===== config.mk =====
export PLATFORM = sky130hd
export DESIGN_NAME = fp_issue_ctrl
export DESIGN_NICKNAME = d
export VERILOG_FILES = /design/src/rtl/fp_issue_ctrl.sv
export SDC_FILE = /design/constraint.sdc
export NUM_CORES = 2
export LEC_CHECK = 0
export BUFFER_PORTS_ARGS = -buffer_cell sky130_fd_sc_hd__buf_2
export CORE_MARGIN = 4
export CORE_UTILIZATION = 35
export DETAILED_ROUTE_END_ITERATION = 7
export MAX_ROUTING_LAYER = met4
export SETUP_SLACK_MARGIN = 0.4
export SYNTH_ARGS = -nofsm -noshare
export SYNTH_HDL_FRONTEND = slang
export SYNTH_SLANG_ARGS = --single-unit

===== constraint.sdc =====
create_clock -name clk_i -period 32.5 [get_ports clk_i]
set_input_delay 1.625 -clock clk_i [delete_from_list [all_inputs] [get_ports clk_i]]
set_output_delay 1.625 -clock clk_i [all_outputs]
set_load 0.005 [all_outputs]

===== src/rtl/fp_issue_ctrl.sv =====
// FP issue/writeback controller: owns the FP register file, a tag-indexed in-flight
// slot table and per-register scoreboard, plus load write port, flush drain and sticky flags.
module fp_issue_ctrl #(
  parameter int FLEN         = 32,
  parameter int NUM_FREGS    = 32,
  parameter int MAX_INFLIGHT = 4,
  parameter int OPW          = 16,
  localparam int RW          = $clog2(NUM_FREGS),
  localparam int TAGW        = $clog2(MAX_INFLIGHT)
) (
  input  logic              clk_i,
  input  logic              rst_i,
  input  logic              dec_valid_i,
  output logic              dec_ready_o,
  input  logic [RW-1:0]     dec_rs1_i,
  input  logic [RW-1:0]     dec_rs2_i,
  input  logic [RW-1:0]     dec_rs3_i,
  input  logic [2:0]        dec_rs_used_i,
  input  logic [RW-1:0]     dec_rd_i,
  input  logic              dec_rd_wr_i,
  input  logic [OPW-1:0]    dec_op_i,
  output logic              fpu_valid_o,
  input  logic              fpu_ready_i,
  output logic [3*FLEN-1:0] fpu_operands_o,
  output logic [OPW-1:0]    fpu_op_o,
  output logic [TAGW-1:0]   fpu_tag_o,
  input  logic              fpu_rsp_valid_i,
  output logic              fpu_rsp_ready_o,
  input  logic [FLEN-1:0]   fpu_result_i,
  input  logic [TAGW-1:0]   fpu_tag_i,
  input  logic [4:0]        fpu_status_i,
  input  logic              fpu_busy_i,
  output logic              fpu_flush_o,
  input  logic              ld_valid_i,
  output logic              ld_ready_o,
  input  logic [RW-1:0]     ld_waddr_i,
  input  logic [FLEN-1:0]   ld_wdata_i,
  input  logic              flush_i,
  output logic [4:0]        fflags_o,
  input  logic              fflags_clr_i,
  output logic              busy_o
);

  logic [FLEN-1:0]         rf_q [NUM_FREGS];
  logic [FLEN-1:0]         rf_d [NUM_FREGS];
  logic [MAX_INFLIGHT-1:0] slot_valid_q, slot_valid_d;
  logic [MAX_INFLIGHT-1:0] slot_wr_q, slot_wr_d;
  logic [RW-1:0]           slot_rd_q [MAX_INFLIGHT];
  logic [RW-1:0]           slot_rd_d [MAX_INFLIGHT];
  logic [NUM_FREGS-1:0]    pend_q, pend_d;
  logic [4:0]              fflags_q, fflags_d;
  logic                    drain_q, drain_d;

  logic [TAGW-1:0] free;
  logic            full, hazard, issue_ok, go, rsp_hit;

  // Lowest-index invalid slot wins allocation.
  always_comb begin
    free = '0;
    for (int i = MAX_INFLIGHT - 1; i >= 0; i--) begin
      if (!slot_valid_q[i]) free = TAGW'(i);
    end
  end

  assign full   = &slot_valid_q;
  assign hazard = (dec_rs_used_i[0] && pend_q[dec_rs1_i]) ||
                  (dec_rs_used_i[1] && pend_q[dec_rs2_i]) ||
                  (dec_rs_used_i[2] && pend_q[dec_rs3_i]) ||
                  (dec_rd_wr_i && pend_q[dec_rd_i]);
  assign issue_ok = dec_valid_i && !hazard && !full && !drain_q && !flush_i;
  assign go       = issue_ok && fpu_ready_i;
  // A flush in the same cycle cancels the response entirely.
  assign rsp_hit  = fpu_rsp_valid_i && slot_valid_q[fpu_tag_i] && !flush_i;

  assign fpu_valid_o     = issue_ok;
  assign dec_ready_o     = go;
  assign fpu_tag_o       = free;
  assign fpu_op_o        = dec_op_i;
  assign fpu_operands_o  = {rf_q[dec_rs3_i], rf_q[dec_rs2_i], rf_q[dec_rs1_i]};
  assign fpu_rsp_ready_o = 1'b1;
  assign fpu_flush_o     = flush_i;
  assign ld_ready_o      = ld_valid_i && !fpu_rsp_valid_i && !pend_q[ld_waddr_i];
  assign fflags_o        = fflags_q;
  assign busy_o          = (|slot_valid_q) || drain_q;

  always_comb begin
    slot_valid_d = slot_valid_q;
    slot_wr_d    = slot_wr_q;
    slot_rd_d    = slot_rd_q;
    pend_d       = pend_q;
    fflags_d     = fflags_clr_i ? 5'd0 : fflags_q;
    drain_d      = drain_q && fpu_busy_i;
    if (rsp_hit) begin
      slot_valid_d[fpu_tag_i] = 1'b0;
      if (slot_wr_q[fpu_tag_i]) pend_d[slot_rd_q[fpu_tag_i]] = 1'b0;
      fflags_d = fflags_d | fpu_status_i;
    end
    if (go) begin
      slot_valid_d[free] = 1'b1;
      slot_wr_d[free]    = dec_rd_wr_i;
      slot_rd_d[free]    = dec_rd_i;
      if (dec_rd_wr_i) pend_d[dec_rd_i] = 1'b1;
    end
    if (flush_i) begin
      slot_valid_d = '0;
      pend_d       = '0;
      drain_d      = 1'b1;
    end
  end

  // Loads never coincide with a writeback since any response blocks ld_ready_o.
  always_comb begin
    rf_d = rf_q;
    if (rsp_hit && slot_wr_q[fpu_tag_i]) rf_d[slot_rd_q[fpu_tag_i]] = fpu_result_i;
    else if (ld_ready_o)                 rf_d[ld_waddr_i]           = ld_wdata_i;
  end

  for (genvar gi = 0; gi < NUM_FREGS; gi++) begin : g_rf
    always_ff @(posedge clk_i or posedge rst_i) begin
      if (rst_i) rf_q[gi] <= '0;
      else       rf_q[gi] <= rf_d[gi];
    end
  end

  for (genvar gi = 0; gi < MAX_INFLIGHT; gi++) begin : g_slot
    always_ff @(posedge clk_i or posedge rst_i) begin
      if (rst_i) slot_rd_q[gi] <= '0;
      else       slot_rd_q[gi] <= slot_rd_d[gi];
    end
  end

  always_ff @(posedge clk_i or posedge rst_i) begin
    if (rst_i) begin
      slot_valid_q <= '0;
      slot_wr_q    <= '0;
      pend_q       <= '0;
      fflags_q     <= '0;
      drain_q      <= 1'b0;
    end else begin
      slot_valid_q <= slot_valid_d;
      slot_wr_q    <= slot_wr_d;
      pend_q       <= pend_d;
      fflags_q     <= fflags_d;
      drain_q      <= drain_d;
    end
  end

endmodule


==> out/results.md <==
- clkbuf_16 — Root Buffer
- 250 — I/O pin total
- 357,200 um — routed wire length
- 0 — Post-DRT Antenna Nets
- register to register — class of the worst hold path
- 800 ps — worst skew pair latency
- output port — CP Capture Type
- 46 — initial antenna violation count
- slot_valid_q[2] — launch point of the worst reg-to-reg path
- 8185 ps — time the final worst path needs with I/O delays and setup
- 100.0% — Async SR Flop Fraction
- 0 — Post-CTS Hold Fix Bufs
- 49.06 nW/um^2 — power density normalized to cell area
- 3 — H-tree depth reported by CTS
- 113 — CTS Buf Count
- 499,500 um — wire length of the first global-routing pass
- 30,870 ps — required time reported for the critical path endpoint
- 0 — post_cts resized
- 7.905 — detailed-route vias per instance
- fpu_operands_o[16] — end point of the critical path
- 6560 ps — CP arrival
- 64,510 — total vias in the final route
- 32.66% — fraction of layout instances using a drive strength above 1
- buffers and inverters — CP delay by family, top
- 0 — Final Slew Violations
- 43.92 ps — Worst Clk Skew
- 63,040 — number of global-route vias before repair
- finished, final reports clean — run status
- 13.04 um^2 — mean cell area of the mapped netlist
- 465.4 um — horizontal die dimension
- 5,743 — Synth Net Count
- 5,618 — number of instances in the synthesized netlist
- 840 ps — delay contributed by the slowest stage of the critical path
- 151,400 um — amount of wire on met2 after detailed routing
- 0 — number of buffers added for setup after CTS
- 0 — Max Cap Viol
- 0 — number of hold-slack violations in the final timing report
- 117,400 um — met1 WL
- 96 — Worst Path Max Fanout
- 28.38 nW — Leakage
- 465.4 um — Chip Height
- input port to output port — critical path start-end classification
- 216 — Port Buffer Count
- rf_q[889] — Critical R2R Capture
- 10.23% — Area growth syn-to-layout
- 4.542% — Slew HR
- buf_4 — highest-delay cell along the critical path
- 5 — worst path buffer plus inverter count
- 0.9293 — final weighted congestion in routability-driven placement
- 122.2 MHz — highest clock rate
- 0 — total setup violations reported at the end of the flow
- 0 — GRT Residual Overflow
- 0 — EDFF count, synth
- 186,100 um — placed wire-length estimate
- 43.77 um — post-detailed-route wirelength per cell
- 12,200 — DRC marker count from the first detailed-route iteration
- 3 — buffer depth of the longest clock path
- met4 — Highest Signal Layer
- 9 — logic depth of the worst path, buffers included
- 216,600 um^2 — Die Area
- 1432 ps — transition time of the tightest slew-check pin
- 0.00004373 V — peak ir drop on the vdd network
- 37.25% — sequential area share after synthesis
- 25.19% — post-route clock period utilization
- false — setup repair after global routing missed its margin
- 38.87% — end-of-flow core utilization
- done — TritonCTS clock tree
- 35.26% — effective utilization at floorplan
- buf_8 > buf_4 > buf_12 > buf_4 > mux4_2 > mux4_2 > nand2_1 > nand2_1 > buf_2 — cell breakdown of the critical path
- 70 ps — clock-pin slew reported for the worst setup and hold paths after clock tree synthesis
- 5,350 — number of nets in the final layout
- 0 — DRC violation count after routing
- 25,750 ps — worst setup slack for register-to-register paths
- 207,700 um^2 — Std-Cell Core Area
- 0 — yosys warns
- 1,090 — post-synthesis sequential element count
- dec_rs1_i[0] — source of the critical timing path
- dfrtp_1 — flip-flop cell with the highest count after synthesis
- 54 — synth unique cells
- 54,620 um — met3 wire length
- 1,090 — Clock Sink Count
- input port — CP startpoint kind
- 9 — Worst Reg-to-Reg Cells
- 73,230 um^2 — post-synth design cell area
- 0 ps — summed negative setup slack over all endpoints
- 167 — FP Rows
- 223 — pin count of the biggest net entering global routing
- 33.07% — total routing resource utilization after global routing
- 8 — DRT Pass-1 Iters
-- area by class of cell --
type,instances,area (um^2)
diodes,49,122.6
clock buffers,147,3127
clock inverters,67,893.4
fillers,19420,127000
inverters,48,188.9
multi-input cells,3601,43220
flip-flops and latches,1090,27280
well taps,2788,3488
repair buffers,371,2412
-- worst min path at each step --
| stage | start | to | slack, ps | cells past startpoint |
|---|---|---|---|---|
| finish | slot_rd_q[8] | slot_rd_q[8] | 510 | 1 |
| global route | slot_rd_q[18] | slot_rd_q[18] | 520 | 1 |
| CTS | slot_rd_q[8] | slot_rd_q[8] | 510 | 1 |
| detailed placement | slot_wr_q[2] | slot_wr_q[2] | 490 | 1 |
| global placement | slot_rd_q[18] | slot_rd_q[18] | 470 | 1 |
| floorplan | slot_rd_q[18] | slot_rd_q[18] | 450 | 1 |
-- metal layers --
metal	up-vias	global-route usage, %
met4	0	26.19
li1	23040	-
met2	6468	44.77
met3	1774	13.96
met1	33230	38.30
met5	-	-
-- report_power, final --
part,leakage [nW],internal [W],switching (W)
registers,14.7,0.00150,0.000161
clock network,1.97,0.000831,0.000634
logic,11.7,0.000418,0.000411
total,28.4,0.00275,0.00121
-- through the flow --
step | hold WS [ps] | cells | area [um^2] | total power [W] | setup WS (ps)
2_1_floorplan | 453.3 | 5618 | 73240 | 0.002213 | 15840
3_3_place_gp | 471.2 | 7898 | 76580 | 0.002460 | 24400
3_5_place_dp | 492.3 | 7898 | 76580 | 0.002483 | 24350
4_1_cts | 509.1 | 8112 | 80600 | 0.003923 | 24360
5_1_grt | 519.0 | 8152 | 80700 | 0.004052 | 24100
6_report | 509.3 | 8161 | 80730 | 0.003960 | 24310
-- logic make-up (layout without fill, tap and decap cells) --
kind of cell	after synthesis	after routing	share of synthesized area (%)
AND/OR/NAND/NOR	363	363	2.144
other	1	50	0.005121
multiplexers	1079	1079	31.86
buffers and inverters	927	633	4.900
AO/OA/AOI/OAI	2158	2158	23.85
flip-flops	1090	1090	37.25
-- synthesized netlist by cell type (10+ instances only) --
cell type     n  share of area [%]
nor2_1       73               0.37
nand2b_1     11              0.094
buf_2        33               0.23
o32ai_1      35               0.42
dfrtp_1    1090                 37
clkbuf_1    740                3.8
mux2_2       63               0.97
a22oi_1    1026                 11
nand2_1     224                1.1
buf_4        18               0.18
o2bb2ai_1  1024                 12
mux4_2      995                 31
buf_1        88               0.45
inv_1        47               0.24
o21ai_1      32               0.22
mux2i_1      20               0.27
nand3_1      10              0.068
-- worst register-to-register path: cells and delay by family (launching register included) --
| kind | cells | cell delay (ps) |
|---|---|---|
| muxes | 1 | 490 |
| and+or+nand+nor | 2 | 1220 |
| DFF | 1 | 480 |
| AOI/OAI and AO/OA | 2 | 490 |
| buffers and inverters | 4 | 3920 |
-- state kept, by name, indices dropped and copies added (netlist names) --
register and count:
pend_q 32, slot_valid_q 4, slot_rd_q 20, rf_q 1024, fflags_o 5, slot_wr_q 4
drain_q 1
-- layout by cell type (no fill, tap or decap), types with 4 or more instances in the layout --
cell        Yosys  final
dfrtp_1      1090   1090
nand4_1         4      4
o32ai_1        35     35
diode_2         0     49
bufinv_16       0     19
nor2b_1         9      9
buf_4          18    151
nor2_1         73      8
mux4_2        995    995
or3_1           5      5
clkinvlp_4      0     10
or2_2           5      4
mux2i_1        20     20
inv_1          47     43
clkinv_4        0      5
clkbuf_1      740     18
nand2b_1       11     11
clkbuf_8        0     15
inv_6           0      5
a22oi_1      1026   1026
nand3_1        10     10
o21ai_0         7      7
o21a_1          4      4
clkbuf_16       0    114
buf_2          33    205
o21ai_4         0     32
clkinv_2        0     28
buf_8           0      6
mux2_2         63     63
o2bb2ai_1    1024   1024
buf_12          0      7
nor2_4          0     65
nand3b_1        9      9
nand2_1       224    224
(Power assumes the default switching activity.)
